**src/rtl/if_fetch_stage_pkg.sv**
```systemverilog
// Shared definitions for the instruction-fetch stage: fetch FSM encodings,
// the default reset PC and the instruction word size used for PC stepping.
package if_fetch_stage_pkg;

  // PC loaded on reset unless the top-level parameter overrides it
  localparam logic [31:0] DEFAULT_RESET_PC = 32'h0000_0000;

  // Byte distance between consecutive instructions
  localparam logic [31:0] WORD_BYTES = 32'd4;

  // Fetch FSM state encodings
  typedef logic [1:0] fetch_state_t;

  localparam fetch_state_t ST_REQ  = 2'd0;
  localparam fetch_state_t ST_WAIT = 2'd1;
  localparam fetch_state_t ST_HOLD = 2'd2;

  // Sequential successor of an instruction address; wraps modulo 2^32
  function automatic logic [31:0] next_word(input logic [31:0] addr);
    return addr + WORD_BYTES;
  endfunction

endpackage

```
**src/rtl/if_fetch_stage_pc_reg.sv**
```systemverilog
// Program counter for the fetch stage. Holds the current fetch address and
// supports three ways of changing it: sequential +4 advance, an immediate
// redirect load, and a deferred redirect. A redirect that cannot be applied
// yet (because the request for the old PC is still being presented to
// memory) is parked in a pending-target latch and applied later via
// pend_take.
import if_fetch_stage_pkg::*;

module fetch_pc_reg #(
  parameter logic [31:0] RESET_PC = DEFAULT_RESET_PC
) (
  input  logic        clk,
  input  logic        reset,
  input  logic        advance,
  input  logic        redirect,
  input  logic [31:0] redirect_target,
  input  logic        pend_set,
  input  logic        pend_take,
  output logic [31:0] pc,
  output logic [31:0] pc_plus4,
  output logic        pend_valid
);

  logic [31:0] pend_target;

  assign pc_plus4 = next_word(pc);

  // PC update: a fresh redirect beats an older parked target, which beats +4
  always_ff @(posedge clk or posedge reset) begin
    if (reset) begin
      pc <= RESET_PC;
    end else if (redirect) begin
      pc <= redirect_target;
    end else if (pend_take) begin
      pc <= pend_target;
    end else if (advance) begin
      pc <= pc_plus4;
    end
  end

  // Parked redirect: set while the old request is still waiting for
  // acceptance, cleared once any redirect actually lands in the PC
  always_ff @(posedge clk or posedge reset) begin
    if (reset) begin
      pend_valid  <= 1'b0;
      pend_target <= 32'h0000_0000;
    end else if (pend_set) begin
      pend_valid  <= 1'b1;
      pend_target <= redirect_target;
    end else if (redirect || pend_take) begin
      pend_valid  <= 1'b0;
    end
  end

endmodule

```
**src/rtl/if_fetch_stage.sv**
```systemverilog
// Instruction-fetch stage. Issues one instruction-memory read at a time,
// buffers the returned word together with its PC+4 for the IF/ID register,
// and holds it while the hazard unit stalls. Branch/jump redirects from ID
// move the PC; any read already in flight for the wrong path is marked
// with 'kill' and its response is discarded when it arrives.
import if_fetch_stage_pkg::*;

module if_fetch_stage #(
  parameter logic [31:0] RESET_PC = DEFAULT_RESET_PC
) (
  input  logic        clk,
  input  logic        reset,
  input  logic        PC_Write,
  input  logic        Branch_Taken,
  input  logic [31:0] Branch_Target,
  output logic        imem_req,
  output logic [31:0] imem_addr,
  input  logic        imem_ready,
  input  logic        imem_rvalid,
  input  logic [31:0] imem_rdata,
  output logic [31:0] instruction_out,
  output logic [31:0] pc_plus4_out,
  output logic        fetch_valid
);

  fetch_state_t state;
  fetch_state_t state_next;
  logic         kill;
  logic         kill_next;

  logic [31:0]  pc;
  logic [31:0]  pc_plus4;
  logic         pend_valid;

  logic         accept;
  logic         advance;
  logic         redirect;
  logic         pend_set;
  logic         pend_take;
  logic         capture;
  logic         release_hold;

  fetch_pc_reg #(
    .RESET_PC (RESET_PC)
  ) u_pc_reg (
    .clk             (clk),
    .reset           (reset),
    .advance         (advance),
    .redirect        (redirect),
    .redirect_target (Branch_Target),
    .pend_set        (pend_set),
    .pend_take       (pend_take),
    .pc              (pc),
    .pc_plus4        (pc_plus4),
    .pend_valid      (pend_valid)
  );

  // The request is a pure decode of state and PC, so address stays stable
  // for as long as the memory keeps the request waiting
  assign imem_req  = (state == ST_REQ);
  assign imem_addr = pc;
  assign accept    = imem_req && imem_ready;

  // Next-state and PC control; redirects always win over PC_Write, and
  // PC_Write only matters once an instruction is being held
  always_comb begin
    state_next   = state;
    kill_next    = kill;
    advance      = 1'b0;
    redirect     = 1'b0;
    pend_set     = 1'b0;
    pend_take    = 1'b0;
    capture      = 1'b0;
    release_hold = 1'b0;
    case (state)
      ST_REQ: begin
        if (accept) begin
          state_next = ST_WAIT;
          if (Branch_Taken) begin
            redirect  = 1'b1;
            kill_next = 1'b1;
          end else if (pend_valid) begin
            pend_take = 1'b1;
            kill_next = 1'b1;
          end
        end else if (Branch_Taken) begin
          pend_set = 1'b1;
        end
      end
      ST_WAIT: begin
        if (imem_rvalid) begin
          state_next = ST_REQ;
          kill_next  = 1'b0;
          if (Branch_Taken) begin
            redirect = 1'b1;
          end else if (!kill) begin
            capture    = 1'b1;
            state_next = ST_HOLD;
          end
        end else if (Branch_Taken) begin
          redirect  = 1'b1;
          kill_next = 1'b1;
        end
      end
      ST_HOLD: begin
        if (Branch_Taken) begin
          redirect     = 1'b1;
          release_hold = 1'b1;
          state_next   = ST_REQ;
        end else if (PC_Write) begin
          advance      = 1'b1;
          release_hold = 1'b1;
          state_next   = ST_REQ;
        end
      end
      default: begin
        state_next = ST_REQ;
        kill_next  = 1'b0;
      end
    endcase
  end

  // FSM state and the wrong-path kill flag
  always_ff @(posedge clk or posedge reset) begin
    if (reset) begin
      state <= ST_REQ;
      kill  <= 1'b0;
    end else begin
      state <= state_next;
      kill  <= kill_next;
    end
  end

  // IF/ID-facing buffer: loaded from a correct-path response, invalidated
  // when the held instruction is consumed or redirected away
  always_ff @(posedge clk or posedge reset) begin
    if (reset) begin
      instruction_out <= 32'h0000_0000;
      pc_plus4_out    <= 32'h0000_0000;
      fetch_valid     <= 1'b0;
    end else if (capture) begin
      instruction_out <= imem_rdata;
      pc_plus4_out    <= pc_plus4;
      fetch_valid     <= 1'b1;
    end else if (release_hold) begin
      fetch_valid     <= 1'b0;
    end
  end

endmodule
```
**config.mk**
```make
export PLATFORM = sky130hd
export DESIGN_NAME = if_fetch_stage
export DESIGN_NICKNAME = d
export VERILOG_FILES = /design/src/rtl/if_fetch_stage_pkg.sv /design/src/rtl/if_fetch_stage_pc_reg.sv /design/src/rtl/if_fetch_stage.sv
export SDC_FILE = /design/constraint.sdc
export NUM_CORES = 1
export LEC_CHECK = 0
export ABC_AREA = 1
export CAP_MARGIN = 20
export CORE_ASPECT_RATIO = 0.7
export CORE_MARGIN = 4
export CORE_UTILIZATION = 45
export CTS_CLUSTER_DIAMETER = 150
export DETAILED_ROUTE_END_ITERATION = 10
export GPL_TIMING_DRIVEN = 0
export PLACE_DENSITY = 0.84
export SYNTH_ARGS = -nofsm -noshare
export SYNTH_HDL_FRONTEND = slang
export SYNTH_SLANG_ARGS = --single-unit
```
**constraint.sdc**
```tcl
create_clock -name clk -period 14.1 [get_ports clk]
set_input_delay 4.23 -clock clk [delete_from_list [all_inputs] [get_ports clk]]
set_output_delay 4.23 -clock clk [all_outputs]
set_load 0.01 [all_outputs]
```
==> run_results.csv <==
group,metric,value,unit
clock_network,clk_path_buf_depth,2,
yosys,synth_top_area_share,49.18,%
clock_network,cts-root-buf,"clkbuf_16",
yosys,syn_nets,997,
yosys,syn_area,6768,µm²
critical_path,worst_setup_path_start_kind,"register",
clock_network,cts_resized,0,
timing,finalCritPeriodShare,42.12,%
placement,portBuffers,167,
layout,syn_to_final_growth,38.07,%
grt,grt_pass1_wl,33460,µm
layout,fin_util,63.47,%
grt,antenna_found_initial,0,
die,die_height,110.6,µm
clock_network,cts_sinks,133,
critical_path,cp.required,9870,ps
yosys,yosysTopAreaCell,"dfrtp_1",
timing,post-route-min-period,5939,ps
timing,fmax,168.4,MHz
power_and_ir_drop,leakagePower,0.004778,µW
timing,rsz0062_at_grt,"false",
die,placementRows,37,
layout,final_cell_mix,"nand2_1, clkdlybuf4s50_1, dfrtp_1, inv_1, nor2_1",
critical_path,cp_slowest_stage_delay,550,ps
routing,ant_nets,0,
grt,grt_pass1_vias,6298,
power_and_ir_drop,powerDensity,233.2,nW/µm²
yosys,syn_avg_cell_area,7.348,µm²
clock_network,htreeDepth,4,
routing,first_pass_iters,5,
yosys,synth_seq_cells,133,
layout,fin_nets,1184,
yosys,synthDistinctLibCells,32,
timing,clock-skew-final,7.259,ps
power_and_ir_drop,ir_worst_vdd,0.0001063,V
grt,grt_usage,24.60,%
layout,layout-drive-gt1-share,6.512,%
timing,setup-violations-final,0,
worst_hold_path,hold_class,"reg -> reg",
run,drv_cap,0,
grt,grt_max_degree,95,
run_status,status,"finished, final reports clean",
placement,gp_congestion,0.9285,
routing,wirelength,20600,µm
grt,globalRouteOverflowTotal,0,
routing,drt_iter0_markers,735,
critical_path,worst_setup_path_end_kind,"primary output",
timing,tightest_slew,556.2,ps
critical_path,path_cells,"inv_1 -> ha_1 -> clkdlybuf4s50_1",
clock_network,tritoncts,"built",
layout,n_antenna_cell,0,
layout,final.fill_count,1212,
die,initial_core_util,45.97,%
yosys,synthCells,921,
yosys,synth_warnings,0,
clock_network,cts_made_buffers,17,
timing,worst_slack,8161,ps
critical_path,crit_arrival,1710,ps
placement,hpwl,15580,µm
timing,max_slew_margin,62.88,%
timing,hold_violations,0,
clock_network,cts.reportedPaths.clkPinSlew,60,ps
clock_network,cts_setup_buffers,0,
routing,vias_per_cell,4.963,
routing,wire_per_inst,15.65,µm
die,core-area,14720,µm²
yosys,ys_seq_area_share,49.18,%
die,ios,168,
critical_path,worstSetupPathType,"reg -> out",
critical_path,crit_slowest_cell,"clkdlybuf4s50_1",
placement,dpl_worst_slack,7935,ps
routing,num_vias,6531,
clock_network,cts_hold_buf,0,
critical_path,crit_fanout,4,
die,dieArea,17100,µm²
die,dieWidth,154.6,µm
layout,layout_commonest_cell,"nand2_1",
clock_network,clk_latency,420,ps
routing,route.detailed.drc,0,
timing,tns,0,ps
yosys,netlist_top_cells_area,"dfrtp_1, nand2_1, inv_1",
timing,maxSlewViolCount,0,
[synthesized netlist by cell type, drive strengths merged]
| cell | instances |
|---|---|
| inv | 110 |
| o21ai | 66 |
| mux2i | 2 |
| clkbuf | 22 |
| nor2 | 72 |
| o221ai | 2 |
| nor3 | 1 |
| xnor2 | 2 |
| nand2 | 406 |
| nand3b | 8 |
| and2 | 3 |
| nand3 | 18 |
| buf | 16 |
| a31oi | 1 |
| mux2 | 2 |
| o22ai | 2 |
| a21oi | 29 |
| o211ai | 5 |
| dfrtp | 133 |
| ha | 6 |
| nand4 | 2 |
| xor2 | 13 |
[final timing paths]
kind | startpoint | cells past startpoint | end | slack, ps
worst min-delay path | instruction_out[31]$_DFFE_PP0P_ | 2 | instruction_out[31]$_DFFE_PP0P_ | 470
max in group asynchronous | reset | 3 | u_pc_reg.pend_target[12]$_DFFE_PP0P_ | 9120
min in group asynchronous | reset | 2 | pc_plus4_out[21]$_DFFE_PP0P_ | 4190
worst max register to register | state[0]$_DFFE_PP0P_ | 10 | u_pc_reg.pc[5]$_DFFE_PP0P_ | 11990
worst max-delay path | state[0]$_DFFE_PP0P_ | 3 | imem_req | 8160
worst min register to register | instruction_out[31]$_DFFE_PP0P_ | 2 | instruction_out[31]$_DFFE_PP0P_ | 470
[sequential cells by signal, indices dropped and copies added, names as in the netlist]
| signal | count |
|---|---|
| u_pc_reg.pc | 32 |
| u_pc_reg.pend_valid | 1 |
| state | 2 |
| kill | 1 |
| pc_plus4_out | 32 |
| instruction_out | 32 |
| u_pc_reg.pend_target | 32 |
| fetch_valid | 1 |
[final cells by class]
| class | count | area [µm²] | area share, % |
|---|---|---|---|
| Tap cell | 195 | 244.0 | 2.611 |
| Clock inverter | 15 | 202.7 | 2.169 |
| Clock buffer | 17 | 425.4 | 4.553 |
| Timing Repair Buffer | 168 | 1699 | 18.18 |
| Multi-Input combinational cell | 640 | 2860 | 30.61 |
| Buffer | 38 | 166.4 | 1.781 |
| Inverter | 110 | 417.9 | 4.472 |
| Sequential cell | 133 | 3328 | 35.62 |
[where the power goes]
part,switching [µW],internal (µW),leakage (µW)
logic,550,444,0.00285
clock network,178,297,0.000304
registers,146,564,0.00163
[cells by family (layout without fill, tap and decap cells)]
family / count (synthesis) / count (layout) / share of synthesized area, %
xor+xnor: 15 / 15 / 2.052
compound gates: 105 / 105 / 8.172
simple gates: 510 / 510 / 30.30
fa+ha+maj: 6 / 6 / 1.109
buf+inv: 148 / 348 / 8.560
mux: 4 / 4 / 0.6286
flops: 133 / 133 / 49.18
[critical path, delay by kind of cell, from the launching register on]
family / cells / cell delay (ps)
flip-flops: 1 / 400
adder cells (fa/ha/maj): 1 / 210
buffers and inverters: 2 / 680
[through the flow]
step / std cells / total power (µW) / hold slack, ps / area [µm²]
detailed placement: 1284 / 1690 / 457.9 / 8716
global route: 1316 / 2331 / 493.3 / 9344
CTS: 1316 / 2176 / 472.1 / 9344
finish: 1316 / 2179 / 467.6 / 9344
global placement: 1283 / 1660 / 452.0 / 8683
floorplan: 921 / 1215 / 453.0 / 6768
[layer usage]
| metal | global-route usage, % | up-vias | part of all wire (%) |
|---|---|---|---|
| met1 | 36.73 | 3007 | 46 |
| met2 | 36.25 | 315 | 43 |
| met4 | 6.412 | 0 | 1.6 |
| met3 | 5.484 | 27 | 9.1 |
| met5 | 0 | - | 0 |
| li1 | - | 3182 | - |
No activity file was read; power rests on OpenSTA's default activity.
